## src/rtl/disp_scan_ctrl.sv

```systemverilog
// disp_scan_ctrl: scans NUM_DIGITS common-anode digits through one shared
// 4-bit-to-7-segment decoder. Each slot is BLANK_CYCLES dark followed by a lit
// interval; a shadow copy of the value keeps every frame internally consistent.
// Optional macro DISP_LEADING_ZERO_BLANK_EN darkens leading-zero digits (slot 0
// always lights).
module disp_scan_ctrl #(
   parameter int NUM_DIGITS   = 4,
   parameter int REFRESH_DIV  = 50000,
   parameter int BLANK_CYCLES = 500,
   parameter int CNT_W        = 16
) (
   input  logic                    clk,
   input  logic                    rst_n,
   input  logic                    enable,
   input  logic                    load,
   input  logic [4*NUM_DIGITS-1:0] value,
   output logic [3:0]              digit_code,
   output logic [NUM_DIGITS-1:0]   anode,
   output logic [2:0]              digit_idx,
   output logic                    frame_tick
);

   localparam logic [1:0] IDLE  = 2'd0;
   localparam logic [1:0] BLANK = 2'd1;
   localparam logic [1:0] SHOW  = 2'd2;

   localparam logic [CNT_W-1:0] BLANK_LAST = CNT_W'(BLANK_CYCLES - 1);
   localparam logic [CNT_W-1:0] SLOT_LAST  = CNT_W'(REFRESH_DIV - 1);
   localparam logic [2:0]       IDX_LAST   = 3'(NUM_DIGITS - 1);

   logic [1:0]              state, state_n;
   logic [CNT_W-1:0]        cnt, cnt_n;
   logic [2:0]              idx_n;
   logic [4*NUM_DIGITS-1:0] shadow, shadow_n;
   logic [4*NUM_DIGITS-1:0] pend_val, pend_val_n;
   logic                    pend, pend_n;
   logic                    wrap;
   logic [3:0]              code_n;
   logic [NUM_DIGITS-1:0]   anode_n;
   logic                    suppress;
`ifdef DISP_LEADING_ZERO_BLANK_EN
   logic                    zero_above;
`endif

   // Next-state logic: scan sequencing plus shadow/pending load handling.
   always_comb begin
      // NOTE: every variable written here gets a default first, so no path
      // leaves one unassigned and no latch is inferred.
      state_n    = state;
      cnt_n      = cnt;
      idx_n      = digit_idx;
      shadow_n   = shadow;
      pend_val_n = pend_val;
      pend_n     = pend;
      wrap       = 1'b0;

      if (!enable) begin
         state_n = IDLE;
         cnt_n   = '0;
         idx_n   = '0;
      end else begin
         case (state)
            IDLE: begin
               state_n = BLANK;
               cnt_n   = '0;
               idx_n   = '0;
            end
            BLANK: begin
               cnt_n = cnt + 1'b1;
               if (cnt == BLANK_LAST) state_n = SHOW;
            end
            SHOW: begin
               if (cnt == SLOT_LAST) begin
                  state_n = BLANK;
                  cnt_n   = '0;
                  if (digit_idx == IDX_LAST) begin
                     idx_n = '0;
                     wrap  = 1'b1;
                  end else begin
                     idx_n = digit_idx + 1'b1;
                  end
               end else begin
                  cnt_n = cnt + 1'b1;
               end
            end
            default: begin
               state_n = IDLE;
               cnt_n   = '0;
               idx_n   = '0;
            end
         endcase
      end

      // While idle nothing is on display, so the shadow may change directly.
      // While scanning, new values wait in pending until the frame boundary;
      // a load in the wrap cycle itself is folded in first so it is not lost.
      if (state == IDLE) begin
         if (load)      shadow_n = value;
         else if (pend) shadow_n = pend_val;
         pend_n = 1'b0;
      end else begin
         if (load) begin
            pend_val_n = value;
            pend_n     = 1'b1;
         end
         if (wrap) begin
            if (pend_n) shadow_n = pend_val_n;
            pend_n = 1'b0;
         end
      end
   end

   // Output decode from next-state values so the registered outputs line up
   // with the state they describe.
   always_comb begin
      code_n   = 4'd0;
      suppress = 1'b0;
      anode_n  = '1;
      for (int i = 0; i < NUM_DIGITS; i++) begin
         if (idx_n == i[2:0]) code_n = shadow_n[4*i +: 4];
      end
`ifdef DISP_LEADING_ZERO_BLANK_EN
      zero_above = 1'b1;
      for (int i = NUM_DIGITS - 1; i >= 1; i--) begin
         zero_above = zero_above & (shadow_n[4*i +: 4] == 4'd0);
         if ((idx_n == i[2:0]) && zero_above) suppress = 1'b1;
      end
`endif
      if ((state_n == SHOW) && !suppress) begin
         for (int i = 0; i < NUM_DIGITS; i++) begin
            if (idx_n == i[2:0]) anode_n[i] = 1'b0;
         end
      end
   end

   // State, counters, value storage and registered outputs.
   always_ff @(posedge clk or negedge rst_n) begin
      // NOTE: sequential state uses non-blocking assignments only, so every
      // register samples the pre-edge values of the others.
      if (!rst_n) begin
         state      <= IDLE;
         cnt        <= '0;
         digit_idx  <= '0;
         shadow     <= '0;
         pend_val   <= '0;
         pend       <= 1'b0;
         digit_code <= 4'd0;
         anode      <= '1;
         frame_tick <= 1'b0;
      end else begin
         state      <= state_n;
         cnt        <= cnt_n;
         digit_idx  <= idx_n;
         shadow     <= shadow_n;
         pend_val   <= pend_val_n;
         pend       <= pend_n;
         digit_code <= code_n;
         anode      <= anode_n;
         frame_tick <= wrap;
      end
   end

endmodule

```

## config.mk

```make
export PLATFORM = sky130hd
export DESIGN_NAME = disp_scan_ctrl
export DESIGN_NICKNAME = d
export VERILOG_FILES = /design/src/rtl/disp_scan_ctrl.sv
export SDC_FILE = /design/constraint.sdc
export NUM_CORES = 1
export LEC_CHECK = 0
export ABC_CLOCK_PERIOD_IN_PS = 3200
export BUFFER_PORTS_ARGS = -buffer_cell sky130_fd_sc_hd__buf_2
export CAP_MARGIN = 15
export CORE_UTILIZATION = 30
export CTS_CLUSTER_DIAMETER = 120
export DETAILED_ROUTE_END_ITERATION = 6
export GPL_TIMING_DRIVEN = 0
export MAX_ROUTING_LAYER = met4
export PLACE_DENSITY_LB_ADDON = 0.12
export SYNTH_ARGS = -nofsm -noshare
export SYNTH_HDL_FRONTEND = slang
export SYNTH_SLANG_ARGS = --single-unit
```

## constraint.sdc

```tcl
create_clock -name clk -period 3.2 [get_ports clk]
set_input_delay 0.16 -clock clk [delete_from_list [all_inputs] [get_ports clk]]
set_output_delay 0.16 -clock clk [all_outputs]
set_load 0.02 [all_outputs]
```

== Word level (Yosys, flattened, before mapping) ==
Cells that the tools add are included.
Widths: inputs -> output; s select.

* Add/subtract/negate cells: 2
* Equality and inequality tests: 9
* Reduce and logical (&&, ||, !) cells: 2
* Multiplexer cells: 34

{| class="wikitable"
|+ Operators with widths
! kind !! count
|-
| $mux 16 || 8
|-
| $pmux 16 s2 || 1
|-
| $mux 4 || 5
|-
| $add 16x1->16 const B || 1
|-
| $eq 16x16->1 const B || 1
|-
| $eq 16x9->1 const B || 1
|-
| $mux 1 || 12
|-
| $eq 3x2->1 const B || 3
|-
| $mux 3 || 3
|-
| $mux 2 || 3
|-
| $pmux 2 s3 || 1
|-
| $pmux 3 s2 || 1
|-
| $eq 2x2->1 const B || 2
|-
| $add 3x1->3 const B || 1
|-
| $eq 3x1->1 const B || 1
|-
| $logic_not 3->1 || 1
|-
| $eq 2x1->1 const B || 1
|-
| $logic_not 2->1 || 1
|}

* Logic and storage cells: 56
* Register bits: 63
* Bits of input ports: 20
* Output and inout port bits: 12

== Logic depth before layout (Yosys ltp) ==
Gate-level depths: netlist (run 1).

* Depth in word-level cells: 11
* Gate-level depth with buffers: 11
* Mapped depth without buffers: 8

== Worst setup path after synthesis (run 1) ==
No wires, ideal clock.

* Kind: register to register
* Start: register cnt[10]
* End: register digit_code[2]
* Data required time: 3.074 ns
* Clock period less this slack: 2.898 ns
* Arrival: 2.772 ns
* Cell stages (with the launch flop): 7
* Setup slack: 0.302 ns
* Path buffers: 0
* Path through: dfrtp_1 -> or4_4 -> nor4_2 -> mux2_2 -> a211oi_4 -> mux2i_1 -> o22ai_1

* Cells in the longest elaborated chain, start to end: 10
* Elaborated cells between the ends (all ways): 17
* Those cells by class: 4 x eq/ne; 12 x mux; 1 x reduce/logical

{| class="wikitable"
|+ Ends and longest elaborated chain
! what !! line !! source
|-
| start, declared || 32 || <nowiki>logic [CNT_W-1:0] cnt, cnt_n;</nowiki>
|-
| start signal, assigned || 152 || <nowiki>cnt <= cnt_n;</nowiki>
|-
| $eq 16x16->1 (*) || 73 || <nowiki>if (cnt == SLOT_LAST) begin</nowiki>
|-
| $mux 1 || 73 ||
|-
| $mux 1 || 62 || <nowiki>case (state)</nowiki>
|-
| $mux 1 || 57 || <nowiki>if (!enable) begin</nowiki>
|-
| $mux 16 || 106 || <nowiki>if (wrap) begin</nowiki>
|-
| $mux 16 || 97 || <nowiki>if (state == IDLE) begin</nowiki>
|-
| $mux 4 (3 in series) || 120 || <nowiki>if (idx_n == i[2:0]) code_n = shadow_n[4*i +: 4];</nowiki>
|-
| $mux 4 (*) || 120 ||
|-
| net code_n[2] || 38 || <nowiki>logic [3:0] code_n;</nowiki>
|-
| end signal, assigned || 157 || <nowiki>digit_code <= code_n;</nowiki>
|-
| end, declared || 17 || <nowiki>output logic [3:0] digit_code,</nowiki>
|}

The timed path passes the listed nets; every way through them passes the cells marked *.
A chain may end at the register's enable or synchronous reset.

== Final worst setup path (run 1) ==
Same ends and word-level chain as after synthesis.

==> flow_metrics.env, run 1 <==
export IMPL_grt_pass1_vias=2783
export IMPL_dr_pass1_iters=4
export IMPL_wl_met3_um=459
export IMPL_dr_wl_met2_um=4335
export IMPL_layout_commonest_cell="dfrtp_1"
export IMPL_critical_path_buf_inv_count=1
export IMPL_cp_arrival_ns=3.23
export IMPL_nFillCells=1150
export IMPL_place_ws_ns=-0.4185
export IMPL_highest_layer="met4"
export IMPL_setup_slack_ns=0.1801
export IMPL_via_per_inst=5.199
export IMPL_slew_headroom_pct=42.97
export IMPL_antenna_found_initial=0
export IMPL_area_growth_pct=18.78
export IMPL_dpl_hpwl_um=6272
export IMPL_cts_tree="yes"
export IMPL_clock_sinks=63
export IMPL_synth_edf_count=0
export IMPL_ys_seq_area_share_pct=45.21
export IMPL_wl_per_cell_um=17.72
export IMPL_rrSetupSlack_ns=0.18
export IMPL_finalPower_mw=2.226
export IMPL_worstHoldStart="value[10]"
export IMPL_gp_congestion=0.7618
export IMPL_skew_ns=0.007592
export IMPL_r2r_end="digit_code[2]"
export IMPL_cts_buffers=9
export IMPL_r2r_start="cnt[10]"
export IMPL_cp_max_fo=10
export IMPL_hold_depth=2
export IMPL_io_pins=32
export IMPL_grt_usage_pct=17.99
export IMPL_path_delay_family="simple AND/OR/NAND/NOR gates"
export IMPL_hold_violations=0
export IMPL_cpMostUsedCell="or4_4"
export IMPL_overflow=0
export IMPL_yosysWarnings=0
export IMPL_min_to="pend_val[10]"
export IMPL_insertion_delay_ns=0.34
export IMPL_max_freq_ghz=0.3311
export IMPL_core_area_um2=11370
export IMPL_drive_gt1_share_pct=23.86
export IMPL_route_detailed_drc=0
export IMPL_status="completed"
export IMPL_dieArea_um2=12100
export IMPL_ys_ff_latch=63
export IMPL_ff2ff_path_depth=7
export IMPL_clkTransAtPathRegs_ns=0.06
export IMPL_start_util_pct=30.77
export IMPL_antennaDiodeCount=0
export IMPL_setup_viol=0
export IMPL_cp_cell_sequence="or4_4 -> or4_4 -> buf_6 -> o21a_4 -> a211oi_4 -> mux2i_1 -> o22ai_1"
export IMPL_crit_required_ns=3.41
export IMPL_wirelength_um=9517
export IMPL_drv_cap=0
export IMPL_rsz0062_at_grt="false"
export IMPL_tightest_slew_ns=0.8554
export IMPL_cp_start_kind="flop"
export IMPL_synth_async_reset_ratio_pct=100.0
export IMPL_maxSlewViolCount=0
export IMPL_hp_class="in -> reg"
export IMPL_port_buffers=31
export IMPL_syn_nets=371
export IMPL_synth_cell_types=43
export IMPL_cts_max_path_buffers=2
export IMPL_layout_common_cells="dfrtp_1 (59), buf_2 (30), nor2_1 (28), o21ai_0 (26), mux2_2 (25)"
export IMPL_die_h_um=110.0
export IMPL_worst_path_stages=7
export IMPL_vias=2792
export IMPL_drt_iter0_markers=173
export IMPL_grt_max_degree=64
export IMPL_powerDensity_nw_per_um2=535.8
export IMPL_crit_path_max_incr_delay_ns=0.59
export IMPL_cellLeakagePower_nw=1.660
export IMPL_crit_type="reg -> reg"
export IMPL_synth_ff_type="dfrtp_1"
export IMPL_wl_met1_um=4563
export IMPL_cp_end_kind="flop"
export IMPL_grt_first_pass_wirelength_um=15210
export IMPL_syn_inst=345
export IMPL_ir_worst_vdd_v=0.0002199
export IMPL_row_count=39
export IMPL_timing_final_crit_share_pct=94.37
export IMPL_clockRootBuffer="clkbuf_16"
export IMPL_mappedNetlistArea_um2=3498
export IMPL_holdWs_ns=0.06312
export IMPL_nets=415
export IMPL_finalCriticalPeriod_ns=3.020
export IMPL_synth_avg_cell_area_um2=10.14
export IMPL_htreeDepth=3
export IMPL_postRouteAntennaNets=0
export IMPL_cpMaxStageDelayCell="or4_4"
export IMPL_die_x_um=110.0
[registers in the layout, summed over array words and instances, names as in the netlist]
name / cells
pend: 1
pend_val: 16
anode: 4
digit_idx: 3
frame_tick: 1
digit_code: 4
shadow: 16
state: 2
cnt: 16
[repair_timing]
item,CTS,global route
hold buffers,1,0
resized for setup,1,4
pin swaps,1,0
setup endpoints to repair,6,2
buffers inserted,1,0
endpoints found under the hold margin,59,0
[cell families after synthesis]
| kind of cell | Yosys count | share of synthesized area [%] |
|---|---|---|
| buffers and inverters | 29 | 3.326 |
| multiplexers | 37 | 11.48 |
| AND/OR/NAND/NOR | 112 | 16.99 |
| flip-flops | 63 | 45.21 |
| XOR/XNOR | 14 | 3.505 |
| adder cells (fa/ha/maj) | 6 | 2.146 |
| AO/OA/AOI/OAI | 84 | 17.35 |
[power by group]
part	leakage, nW	switching (mW)	internal [mW]
combinational	0.721	0.160	0.145
clock	0.146	0.366	0.620
sequential	0.792	0.0518	0.884
[worst register-to-register path, stage by stage (launching register included)]
cell and delay [ns]:
dfrtp_1 0.42, or4_4 0.59, or4_4 0.58, buf_6 0.17, o21a_4 0.22, a211oi_4 0.50
mux2i_1 0.27, o22ai_1 0.13
[synthesized netlist by cell type, drive strengths merged, types with 2 or more instances]
cell	n	area share, %
nor2	28	3.0
mux2	25	8.0
a31o	10	2.5
mux2i	12	3.4
a21oi	10	1.4
clkbuf	18	1.9
o21ai	27	3.9
xnor2	7	1.8
xor2	7	1.8
and3	3	0.54
dfrtp	59	42
a221oi	4	1.0
nand2	22	2.4
nand3	12	1.7
or4	4	1.1
nor2b	10	1.8
dfstp	4	3.0
a221o	8	2.3
inv	10	1.1
o22ai	2	0.36
o211ai	9	1.9
ha	6	2.1
a2111oi	9	2.3
nand2b	20	3.6
nand4	4	0.72
[final cells by class]
class	count	area (µm²)	share of cell area, %
Clock buffer	12	246.5	5.932
Clock inverter	4	45.04	1.084
Sequential cell	63	1582	38.06
Multi-Input combinational cell	253	1809	43.54
Tap cell	143	178.9	4.306
Inverter	10	37.54	0.9033
Buffer	19	81.33	1.957
Timing Repair Buffer	33	175.2	4.216
[layer usage]
metal,track usage (%),vias up
li1,-,1345
met3,3.469,11
met5,-,-
met4,8.476,0
met1,23.39,1380
met2,26.96,56
[how the worst max path moves through the flow]
stage          startpoint  slack [ns]             to
2_1_floorplan     cnt[10]        0.30  digit_code[2]
6_report          cnt[10]        0.18  digit_code[2]
4_1_cts           cnt[10]        0.15  digit_code[0]
5_1_grt            cnt[0]        0.02       anode[0]
3_5_place_dp      cnt[10]       -0.42  digit_code[0]
3_3_place_gp      cnt[10]       -0.38  digit_code[0]
[through the flow]
step | std cells | TNS (ns) | area [µm²] | utilization [%]
after floorplan | 345 | 0 | 3498 | -
after global placement | 519 | -1.545 | 3832 | 33.71
after detailed placement | 519 | -1.712 | 3835 | 33.73
after CTS | 537 | 0 | 4153 | 36.52
after global routing | 537 | 0 | 4155 | 36.55
final | 537 | 0 | 4155 | 36.55
Note: power is estimated with default switching activity, not from simulation.
==> run 2: changes to the inputs <==
Settings changed: CTS_CLUSTER_DIAMETER 120 to 50, RECOVER_POWER set to 100.
==> run 2 against run 1 <==
Against the previous run:
- the flow now finishes with violations (capacitance limit, slew limit)
- global-route usage did not move
- clock-buffer cell count did not move
- fmax fell by 0.70%
- worst setup slack got worse by 0.021 ns
- hold slack improved by 0.0036 ns
- via count rose by 1.0%
- sequential cell count did not move
- largest power group unchanged
- non-clock buffer count did not move
- clock power barely moved
==> flow_metrics.env, run 2 (same netlist as run 1, synthesis figures left out) <==
export IMPL_slew_headroom_pct=-11.66
export IMPL_cts_tree="yes"
export IMPL_grt_max_degree=64
export IMPL_setup_viol=0
export IMPL_layout_commonest_cell="dfrtp_1"
export IMPL_clock_sinks=63
export IMPL_clkTransAtPathRegs_ns=0.06
export IMPL_nets=415
export IMPL_cp_start_kind="flop"
export IMPL_overflow=0
export IMPL_tightest_slew_ns=1.675
export IMPL_die_x_um=110.0
export IMPL_drt_iter0_markers=177
export IMPL_htreeDepth=3
export IMPL_maxSlewViolCount=64
export IMPL_seqPwrFrac_pct=42.1
export IMPL_crit_type="reg -> reg"
export IMPL_route_detailed_drc=0
export IMPL_postRouteAntennaNets=0
export IMPL_cp_max_fo=10
export IMPL_pwr_share_clk_pct=44.3
export IMPL_grt_pass1_vias=2783
export IMPL_ir_worst_vdd_v=0.0002168
export IMPL_core_area_um2=11370
export IMPL_power_frac_comb_pct=13.6
export IMPL_postLayoutCoreUtil_pct=36.36
export IMPL_rsz0062_at_grt="false"
export IMPL_crit_required_ns=3.40
export IMPL_finalCriticalPeriod_ns=3.041
export IMPL_skew_ns=0.007047
export IMPL_max_freq_ghz=0.3288
export IMPL_gp_congestion=0.7618
export IMPL_via_per_inst=5.253
export IMPL_io_pins=32
export IMPL_drv_cap=1
export IMPL_cp_arrival_ns=3.24
export IMPL_dpl_hpwl_um=6272
export IMPL_dieArea_um2=12100
export IMPL_wl_per_cell_um=17.71
export IMPL_port_buffers=31
export IMPL_swShare_pct=25.90
export IMPL_grt_first_pass_wirelength_um=15210
export IMPL_hp_class="in -> reg"
export IMPL_row_count=39
export IMPL_top_regs="cnt (16), pend_val (16), shadow (16)"
export IMPL_switching_power_mw=0.5753
export IMPL_insertion_delay_ns=0.34
export IMPL_die_h_um=110.0
export IMPL_cp_end_kind="flop"
export IMPL_cellLeakagePower_nw=1.622
export IMPL_nFillCells=1152
export IMPL_cts_max_path_buffers=2
export IMPL_violations="capacitance limit, slew limit"
export IMPL_intPower_mw=1.646
export IMPL_cts_buffers=9
export IMPL_area_growth_pct=18.17
export IMPL_status="finished, violations left"
export IMPL_antenna_found_initial=0
export IMPL_start_util_pct=30.77
export IMPL_hold_violations=0
export IMPL_drive_gt1_share_pct=20.56
export IMPL_dr_pass1_iters=4
export IMPL_antennaDiodeCount=0
export IMPL_grt_usage_pct=17.99
export IMPL_vias=2821
export IMPL_layout_common_cells="dfrtp_1 (59), clkbuf_1 (30), nor2_1 (28), o21ai_0 (27), mux2_2 (25)"
export IMPL_timing_final_crit_share_pct=95.04
export IMPL_final_setup_tns_ns=0
export IMPL_wirelength_um=9511
export IMPL_clockRootBuffer="clkbuf_16"
export IMPL_powerDensity_nw_per_um2=537.4
[run 2: cell types whose count changed in the layout (fill, tap and decap cells not counted), sizes merged]
cell    change
buf        -13
clkbuf     +13
[run 2: stage by stage]
stage	instance area, µm²	worst slack [ns]	hold WS (ns)	total power, mW	instances
floorplan	3498	0.3019	-0.1356	1.146	345
global placement	3832	-0.3819	0.4094	1.246	519
detailed placement	3835	-0.4185	0.3376	1.255	519
CTS	4153	0.1506	0.05671	2.251	537
global route	4134	0.02455	0.06634	2.324	537
finish	4134	0.1588	0.06673	2.221	537
[run 2: final timing paths]
path,slack (ns),to,startpoint,depth (start not counted)
worst max-delay path,0.16,digit_code[2],cnt[10],7
worst min-delay path,0.07,pend_val[10],value[10],2
worst max register to register,0.16,digit_code[2],cnt[10],7
worst min register to register,0.46,cnt[0],cnt[0],1
max in group asynchronous,1.39,pend_val[0],rst_n,2
min in group asynchronous,0.81,state[1],rst_n,2
[run 2: worst max-delay path, cell delays in order, from the launching register on]
cell and delay, ns:
dfrtp_1 0.42, or4_4 0.59, or4_4 0.57, buf_4 0.20, o21a_4 0.23, a211oi_4 0.50
mux2i_1 0.26, o22ai_1 0.13
[run 2: cell type report]
| class | instances | area (µm²) | share of cell area, % |
|---|---|---|---|
| plain buffers | 19 | 77.57 | 1.877 |
| clock buffers | 12 | 246.5 | 5.962 |
| clock inverters | 4 | 45.04 | 1.090 |
| inverters | 10 | 37.54 | 0.9080 |
| multi-input cells | 253 | 1809 | 43.77 |
| flip-flops and latches | 63 | 1582 | 38.26 |
| well taps | 143 | 178.9 | 4.328 |
| repair buffers | 33 | 157.7 | 3.814 |
[run 2: per-layer routing]
layer / track usage, % / routed length [µm] / vias to the layer above
li1: - / - / 1346
met1: 23.39 / 4648 / 1405
met2: 26.96 / 4301 / 58
met3: 3.469 / 366 / 12
met4: 8.476 / 195 / 0
met5: - / 0 / -
[run 2: power groups by stage]
stage	registers (mW)	clock network (mW)	logic [mW]
3_5_place_dp	0.949	0	0.306
5_1_grt	0.948	1.04	0.335
3_3_place_gp	0.945	0	0.301
2_1_floorplan	0.944	0	0.202
6_report	0.936	0.983	0.302
4_1_cts	0.935	1.01	0.309
[run 2: repair_timing]
item                                    4_1_cts  5_1_grt
gates resized for setup                       1        4
buffers inserted                              1        0
pin swaps                                     1        0
endpoints found under the setup margin        6        2
endpoints found under the hold margin        59        0
gates cloned                                  0        0
hold buffers                                  1        0
